--- config.mk ---
export PLATFORM = sky130hd
export DESIGN_NAME = shift_seq
export DESIGN_NICKNAME = d
export VERILOG_FILES = /design/src/rtl/shift_seq.sv
export SDC_FILE = /design/constraint.sdc
export NUM_CORES = 1
export LEC_CHECK = 0
export CORE_ASPECT_RATIO = 0.9
export CORE_MARGIN = 2
export CORE_UTILIZATION = 46
export DETAILED_ROUTE_END_ITERATION = 8
export GPL_TIMING_DRIVEN = 0
export HOLD_SLACK_MARGIN = 0.12
export PLACE_DENSITY = 0.83
export SLEW_MARGIN = 10
export SYNTH_ARGS = -nofsm -noshare
export SYNTH_HDL_FRONTEND = slang
export SYNTH_SLANG_ARGS = --single-unit
--- constraint.sdc ---
create_clock -name clk -period 4.65 [get_ports clk]
set_input_delay 0.465 -clock clk [delete_from_list [all_inputs] [get_ports clk]]
set_output_delay 0.465 -clock clk [all_outputs]
set_load 0.05 [all_outputs]
--- src/rtl/shift_seq.sv ---
// -----------------------------------------------------------------------------
// shift_seq
//   Multi-cycle shift sequencer that drives an external one-position
//   combinational shifter. The operand is loaded on start, then stepped
//   through the shifter once per cycle, amt times. The final value appears
//   on result together with a one-cycle done pulse.
//
// Ports
//   clk     rising-edge clock
//   rst     synchronous, active-high reset
//   start   request; only honoured while idle
//   A_in    operand to shift
//   op      00 ROR, 01 LSR, 10 ROL, 11 LSL (passed to the shifter unchanged)
//   amt     number of one-position steps, 0..2**AMT_W-1
//   sh_a    to shifter operand input (the work register)
//   sh_s    to shifter select input (the latched op)
//   sh_out  from shifter output, combinational in sh_a/sh_s
//   busy    high whenever the sequencer is not idle
//   done    one-cycle pulse, coincident with result updating
//   result  final shifted value, held until the next completion
// -----------------------------------------------------------------------------
module shift_seq #(
  parameter int WIDTH = 8,
  parameter int AMT_W = 3
) (
  input  logic             clk,
  input  logic             rst,
  input  logic             start,
  input  logic [WIDTH-1:0] A_in,
  input  logic [1:0]       op,
  input  logic [AMT_W-1:0] amt,
  output logic [WIDTH-1:0] sh_a,
  output logic [1:0]       sh_s,
  input  logic [WIDTH-1:0] sh_out,
  output logic             busy,
  output logic             done,
  output logic [WIDTH-1:0] result
);

  typedef enum logic [1:0] {
    IDLE  = 2'd0,
    SHIFT = 2'd1,
    DONE  = 2'd2
  } state_t;

  state_t           state_q, state_d;
  logic [WIDTH-1:0] work_q, work_d;
  logic [1:0]       op_q, op_d;
  logic [AMT_W-1:0] cnt_q, cnt_d;
  logic [WIDTH-1:0] result_q, result_d;
  logic             done_q, done_d;

  // Next-state and datapath decode.
  always_comb begin
    // NOTE: every signal gets a default before the case so no path leaves it
    // unassigned; that is what keeps this block free of inferred latches.
    state_d = state_q;
    work_d  = work_q;
    op_d    = op_q;
    cnt_d   = cnt_q;

    unique case (state_q)
      IDLE: begin
        if (start) begin
          work_d  = A_in;
          op_d    = op;
          cnt_d   = amt;
          state_d = (amt == '0) ? DONE : SHIFT;
        end
      end
      SHIFT: begin
        work_d = sh_out;
        cnt_d  = cnt_q - AMT_W'(1);
        if (cnt_q == AMT_W'(1)) begin
          state_d = DONE;
        end
      end
      DONE: begin
        state_d = IDLE;
      end
      default: begin
        state_d = IDLE;
      end
    endcase

    // done and result are registered on entry to DONE; result takes the value
    // the work register is about to hold, so amt==0 yields A_in directly.
    done_d   = (state_d == DONE);
    result_d = (state_d == DONE) ? work_d : result_q;
  end

  // NOTE: state registers use non-blocking assignments so every register
  // samples the pre-edge values of the others regardless of statement order.
  always_ff @(posedge clk) begin
    if (rst) begin
      state_q  <= IDLE;
      work_q   <= '0;
      op_q     <= '0;
      cnt_q    <= '0;
      result_q <= '0;
      done_q   <= 1'b0;
    end else begin
      state_q  <= state_d;
      work_q   <= work_d;
      op_q     <= op_d;
      cnt_q    <= cnt_d;
      result_q <= result_d;
      done_q   <= done_d;
    end
  end

  assign sh_a   = work_q;
  assign sh_s   = op_q;
  assign busy   = (state_q != IDLE);
  assign done   = done_q;
  assign result = result_q;

endmodule
==> impl_metrics.json, run 1 <==
{
  "outcome": "complete, no violations",
  "setup_violations": 0,
  "postCtsSetupRepairBufs": 0,
  "die_w_um": 57.2,
  "timing.final.hold_violations": 0,
  "via_per_inst": 5.50,
  "holdCritStartpoint": "sh_s[0]",
  "grt_pass1_wl_mm": 4.60,
  "p_switching_uw": 169,
  "cp_top_family": "buffers and inverters",
  "synth-seq-cells": 24,
  "ys_warn_count": 0,
  "port_buffers": 43,
  "grt_util_met3_pct": 3.48,
  "cts_buffers": 3,
  "relSlewSlack_pct": 65.4,
  "ctsHtreeMaxLevel": 1,
  "first_iter_violations": 9,
  "hp-class": "flip-flop to flip-flop",
  "hold_depth": 2,
  "crit_arrival_ns": 2.12,
  "cts.sinks": 24,
  "use_met1_pct": 24.6,
  "max_cap_viol_count": 0,
  "grt_pass1_vias": 1014,
  "switching_share_pct": 32.6,
  "min_period_over_period_pct": 55.5,
  "clk_path_buf_depth": 2,
  "fin_tns_setup_ns": 0,
  "grt_max_degree": 14,
  "overflow": 0,
  "critPathCaptureType": "output port",
  "hold_end": "sh_s[0]",
  "clkLatencyLatePin_ns": 0.30,
  "r2r_end": "result[6]",
  "syn-cell-area_um2": 1170,
  "synth.distinct_cells": 28,
  "pwr-share-clk_pct": 21.0,
  "max_stage_delay_ns": 0.79,
  "clkSlewWorstSetupHoldPaths_ns": 0.13,
  "top_usage_layer": "met2",
  "n_fill_cell": 211,
  "leakagePower_nw": 0.660,
  "synthesis.nets": 134,
  "hold_buffers": 0,
  "io_pins": 44,
  "cp_slowest_cell": "clkdlybuf4s50_1",
  "comb_power_share_pct": 33.5,
  "routed_wl_mm": 2.75,
  "die_h_um": 51.8,
  "grtUsageMet2_pct": 35.8,
  "syn2layout_area_growth_pct": 42.9,
  "reg2regPathDepth": 4,
  "slew_violations": 0,
  "drive_gt1_share_pct": 12.9,
  "rsz0062_at_grt": "false",
  "grt.total_usage_pct": 19.8,
  "internal_power_uw": 349,
  "route.detailed.drc": 0,
  "start_kind": "flip-flop",
  "via_count": 1007,
  "wire_per_inst_um": 15.0,
  "globalplace.congestion": 0.798,
  "die_area_um2": 2960,
  "dp_hpwl_mm": 2.07,
  "ir_worst_vdd_v": 0.000179,
  "tightest_slew_ns": 0.517,
  "core_area_um2": 2420,
  "fmax_mhz": 387,
  "critical_path_class": "flip-flop to output port",
  "final.setup_skew_ns": 0.00238,
  "cts_root_buf": "clkbuf_4",
  "r2r_start": "state_q[0]",
  "worst_ep_required_time_ns": 4.18,
  "post-route-util_pct": 68.9,
  "layout.nets": 182,
  "start_util_pct": 48.2,
  "path_cells": "clkbuf_1 > nor2_1 > inv_1 > clkdlybuf4s50_1",
  "core.rowCount": 17,
  "diodes": 0,
  "fin_crit_ns": 2.58,
  "yosysSeqAreaShare_pct": 41.1,
  "crit_fanout": 10,
  "cellPowerDensity_nw_per_um2": 310,
  "seqPwrFrac_pct": 45.4,
  "drtAntennaViolNets": 0,
  "synth.avg_cell_area_um2": 10.8,
  "worstPathBufferInverterCount": 3,
  "postSynthCellCount": 108,
  "antenna_found_initial": 0,
  "cts_tree": "yes",
  "reg2reg_slack_ns": 3.02,
  "firstDrtPassIters": 4,
  "ctsResizeCount": 0
}
worst min-delay path: cells and delay by family (launching register included):
kind / cells / cell delay, ns
flops: 1 / 0.34
simple gates: 1 / 0.05
compound gates: 1 / 0.05
area by class of cell:
class / count / area, µm² / share of cell area [%]
Inverter: 6 / 22.5 / 1.35
Multi-Input combinational cell: 69 / 604 / 36.2
Sequential cell: 24 / 480 / 28.7
Clock buffer: 4 / 36.3 / 2.17
Timing Repair Buffer: 43 / 430 / 25.7
Buffer: 9 / 62.6 / 3.74
Tap cell: 28 / 35.0 / 2.10
sequential cells by signal (all words and copies together) (netlist names):
signal / count
done: 1
sh_a: 8
sh_s: 2
result: 8
cnt_q: 3
state_q: 2
worst max-delay path by stage:
stage	startpoint	to	slack, ns	depth (start not counted)
floorplan	amt[1]	result[0]	3.07	4
global placement	start	result[7]	2.40	5
detailed placement	start	result[6]	2.37	5
CTS	state_q[1]	busy	2.06	4
global route	state_q[1]	busy	1.94	4
finish	state_q[1]	busy	2.07	4
per-layer routing:
| layer | routed length (µm) | share of wire (%) |
|---|---|---|
| met3 | 116 | 4.2 |
| met4 | 17 | 0.62 |
| met2 | 1400 | 51 |
| met1 | 1210 | 44 |
| met5 | 0 | 0 |
per-stage QoR:
stage               cell area [µm²]  setup WS, ns  hold slack (ns)  cells  power, mW
floorplan                      1170          3.07            0.497    108      0.351
global placement               1640          2.40            0.441    179      0.410
detailed placement             1640          2.37            0.456    179      0.414
CTS                            1670          2.06            0.474    183      0.524
global route                   1670          1.94            0.501    183      0.543
finish                         1670          2.07            0.468    183      0.519
cells in the mapped netlist, drive strengths merged:
library cell / count / area, µm²
o221a: 1 / 11.3
a21oi: 6 / 30.0
nand2b: 1 / 6.26
a32oi: 1 / 8.76
or3: 1 / 6.26
mux2: 8 / 120
nand2: 2 / 7.51
nand3: 2 / 10.0
o21ai: 2 / 10.0
o21ba: 1 / 10.0
o32a: 1 / 10.0
o311a: 1 / 10.0
o2111a: 8 / 90.1
clkbuf: 3 / 11.3
or4b: 8 / 80.1
nor3b: 1 / 7.51
o221ai: 1 / 8.76
ha: 2 / 25.0
nor2: 3 / 11.3
nor2b: 8 / 50.1
nor3: 1 / 5.00
dfxtp: 24 / 480
inv: 6 / 22.5
or3b: 9 / 78.8
buf: 6 / 51.3
nand3b: 1 / 7.51
power groups by stage:
stage	logic (mW)	clock network [mW]	registers, mW
after floorplan	0.0663	0	0.284
after global placement	0.171	0	0.239
after detailed placement	0.174	0	0.240
after CTS	0.175	0.113	0.236
after global routing	0.185	0.120	0.238
final	0.174	0.109	0.236
logic make-up (layout without fill, tap and decap cells):
family	count (synthesis)	after routing	share of synthesized area [%]
AND/OR/NAND/NOR	37	37	23.1
buffers and inverters	15	62	7.27
flip-flops	24	24	41.1
adder cells (fa/ha/maj)	2	2	2.14
multiplexers	8	8	10.3
AO/OA/AOI/OAI	22	22	16.2
placed cells by master, fill, tap and decap left out, types with 2 or more instances in the layout:
master            n
buf_6             3
nand2_1           2
or3b_1            9
nand3_1           2
dfxtp_1          24
a21oi_1           6
clkbuf_4          3
ha_1              2
nor2_1            3
or4b_1            8
inv_1             6
o2111a_1          8
clkbuf_1          3
nor2b_1           8
o21ai_0           2
mux2_4            8
buf_2             2
clkdlybuf4s50_1  43
Power figures use the tool's default switching activity.
==> inputs of run 2 (changes only) <==
Settings changed: CORE_UTILIZATION 46 to 43, PLACE_DENSITY 0.83 to 0.78.
Clock period 4.65 ns to 2.6 ns, I/O delays scaled along.
==> run 2 against run 1 <==
  * The flow now finishes with violations (design-rule violations)
  * Critical path type unchanged
  * Die area increased by 6.5%
  * Largest power group unchanged
  * Critical path depth did not move
  * First-iteration DRC count rose to 2.6 times the previous value
  * Final cell count is the same
  * Sequential cell count is the same
  * Hold slack worse by 0.0037 ns
  * Largest cell class unchanged
  * Wire length up 11%
  * Sequential share of layout area is 0.28 points lower
  * Sequential power rose by 79%
  * Design area up 0.97%
  * Register-to-register slack got worse by 2.1 ns
==> impl_metrics.json, run 2 (synthesis gave the netlist of run 1 again) <==
{
  "core_area_um2": 2510,
  "path_cells": "clkbuf_1 > nor2_1 > inv_1 > clkdlybuf4s50_1",
  "crit_fanout": 10,
  "die_w_um": 59.0,
  "core.rowCount": 17,
  "via_count": 1045,
  "die_area_um2": 3150,
  "cts_tree": "yes",
  "hold_end": "sh_s[0]",
  "outcome": "finished, violations left",
  "setup_violations": 0,
  "postCtsSetupRepairBufs": 0,
  "place_area_um2": 1640,
  "drive_gt1_share_pct": 12.9,
  "min_period_over_period_pct": 93.5,
  "syn2layout_area_growth_pct": 44.3,
  "cts_buffers": 3,
  "stdcell_area_um2": 1690,
  "rsz0062_at_grt": "false",
  "routed_wl_mm": 3.05,
  "mostFrequentLayoutCells": "43 x clkdlybuf4s50_1, 24 x dfxtp_1, 9 x or3b_1",
  "ctsResizeCount": 0,
  "startpoint": "state_q[1]",
  "final.setup_skew_ns": 0.00605,
  "reg2regPathDepth": 4,
  "multi_input_area_um2": 604,
  "max_stage_delay_ns": 0.79,
  "fin_tns_setup_ns": 0,
  "route.detailed.drc": 1,
  "r2r_start": "state_q[0]",
  "globalplace.congestion": 0.784,
  "seq_area_um2": 480,
  "io_pins": 44,
  "diodes": 0,
  "critPathCaptureType": "output port",
  "grt_pass1_vias": 1073,
  "fin_crit_ns": 2.43,
  "slew_violations": 0,
  "start_util_pct": 46.6,
  "via_per_inst": 5.71,
  "max_cap_viol_count": 0,
  "hp-class": "flip-flop to flip-flop",
  "n_fill_cell": 224,
  "antenna_found_initial": 0,
  "hold_depth": 2,
  "grt_pass1_wl_mm": 4.92,
  "tightest_slew_ns": 0.519,
  "crit_arrival_ns": 2.17,
  "port_buffers": 43,
  "dp_slack_ns": 0.525,
  "dp_hpwl_mm": 2.18,
  "violations": "design-rule violations",
  "layout.nets": 182,
  "drtAntennaViolNets": 0,
  "die_h_um": 53.5,
  "ir_worst_vdd_v": 0.000326,
  "leakagePower_nw": 0.667,
  "clkSlewWorstSetupHoldPaths_ns": 0.15,
  "setup_ws_ns": 0.169,
  "reg2reg_slack_ns": 0.95,
  "cts_root_buf": "clkbuf_4",
  "r2r_end": "result[6]",
  "timing.final.hold_violations": 0,
  "wire_per_inst_um": 16.7,
  "relSlewSlack_pct": 65.3,
  "critical_path_class": "flip-flop to output port",
  "cellPowerDensity_nw_per_um2": 602,
  "overflow": 0,
  "fmax_mhz": 411,
  "ctsHtreeMaxLevel": 1,
  "clkLatencyLatePin_ns": 0.32,
  "first_iter_violations": 23,
  "cts.sinks": 24,
  "hold_buffers": 0,
  "cp_slowest_cell": "clkdlybuf4s50_1",
  "firstDrtPassIters": 6,
  "final_common_cell": "clkdlybuf4s50_1",
  "grt.total_usage_pct": 21.3,
  "worst_ep_required_time_ns": 2.34,
  "grt_max_degree": 15,
  "clk_path_buf_depth": 2,
  "start_kind": "flip-flop",
  "holdCritStartpoint": "sh_s[0]"
}
-- run 2: changes by cell type in the layout (fill, tap and decap cells not counted), sizes merged --
cell | before | now
clkbuf | 7 | 6
bufinv | 0 | 1
-- run 2: report_power, final --
part | internal, mW | leakage, nW | switching [mW]
logic | 0.139 | 0.442 | 0.175
registers | 0.401 | 0.197 | 0.0212
clock network | 0.156 | 0.0279 | 0.123
total | 0.696 | 0.667 | 0.320
-- run 2: per-layer routing --
metal | vias up | global-route usage (%) | part of all wire, %
met4 | 0 | 9.85 | 1.0
met5 | - | 0 | 0
met3 | 4 | 5.13 | 5.4
met2 | 34 | 36.7 | 51
met1 | 507 | 24.7 | 42
li1 | 500 | - | -
-- run 2: worst max path at each step --
stage | slack [ns] | endpoint | depth (start not counted)
finish | 0.17 | busy | 4
global route | 0.02 | busy | 4
CTS | 0.17 | busy | 4
detailed placement | 0.53 | result[7] | 5
global placement | 0.54 | result[7] | 5
floorplan | 1.11 | result[5] | 4
-- run 2: cell type report --
cell class,instances,share of cell area [%]
clock inverters,1,1.78
repair buffers,43,25.5
plain buffers,9,3.71
flip-flops and latches,24,28.5
inverters,6,1.33
clock buffers,3,1.33
well taps,28,2.08
multi-input cells,69,35.8
-- run 2: stage by stage --
| step | std cells | total power, mW | hold WS, ns | utilization, % |
|---|---|---|---|---|
| after CTS | 183 | 1.02 | 0.465 | 67.2 |
| after global placement | 179 | 0.735 | 0.441 | 65.2 |
| after detailed placement | 179 | 0.743 | 0.446 | 65.2 |
| after global routing | 183 | 1.05 | 0.492 | 67.2 |
| final | 183 | 1.02 | 0.465 | 67.2 |
| after floorplan | 108 | 0.627 | 0.408 | - |
-- run 2: critical path: cells and delay by family, from the launching register on --
family	cells	cell delay, ns
flip-flops	1	0.46
buffers and inverters	3	1.23
AND/OR/NAND/NOR	1	0.15
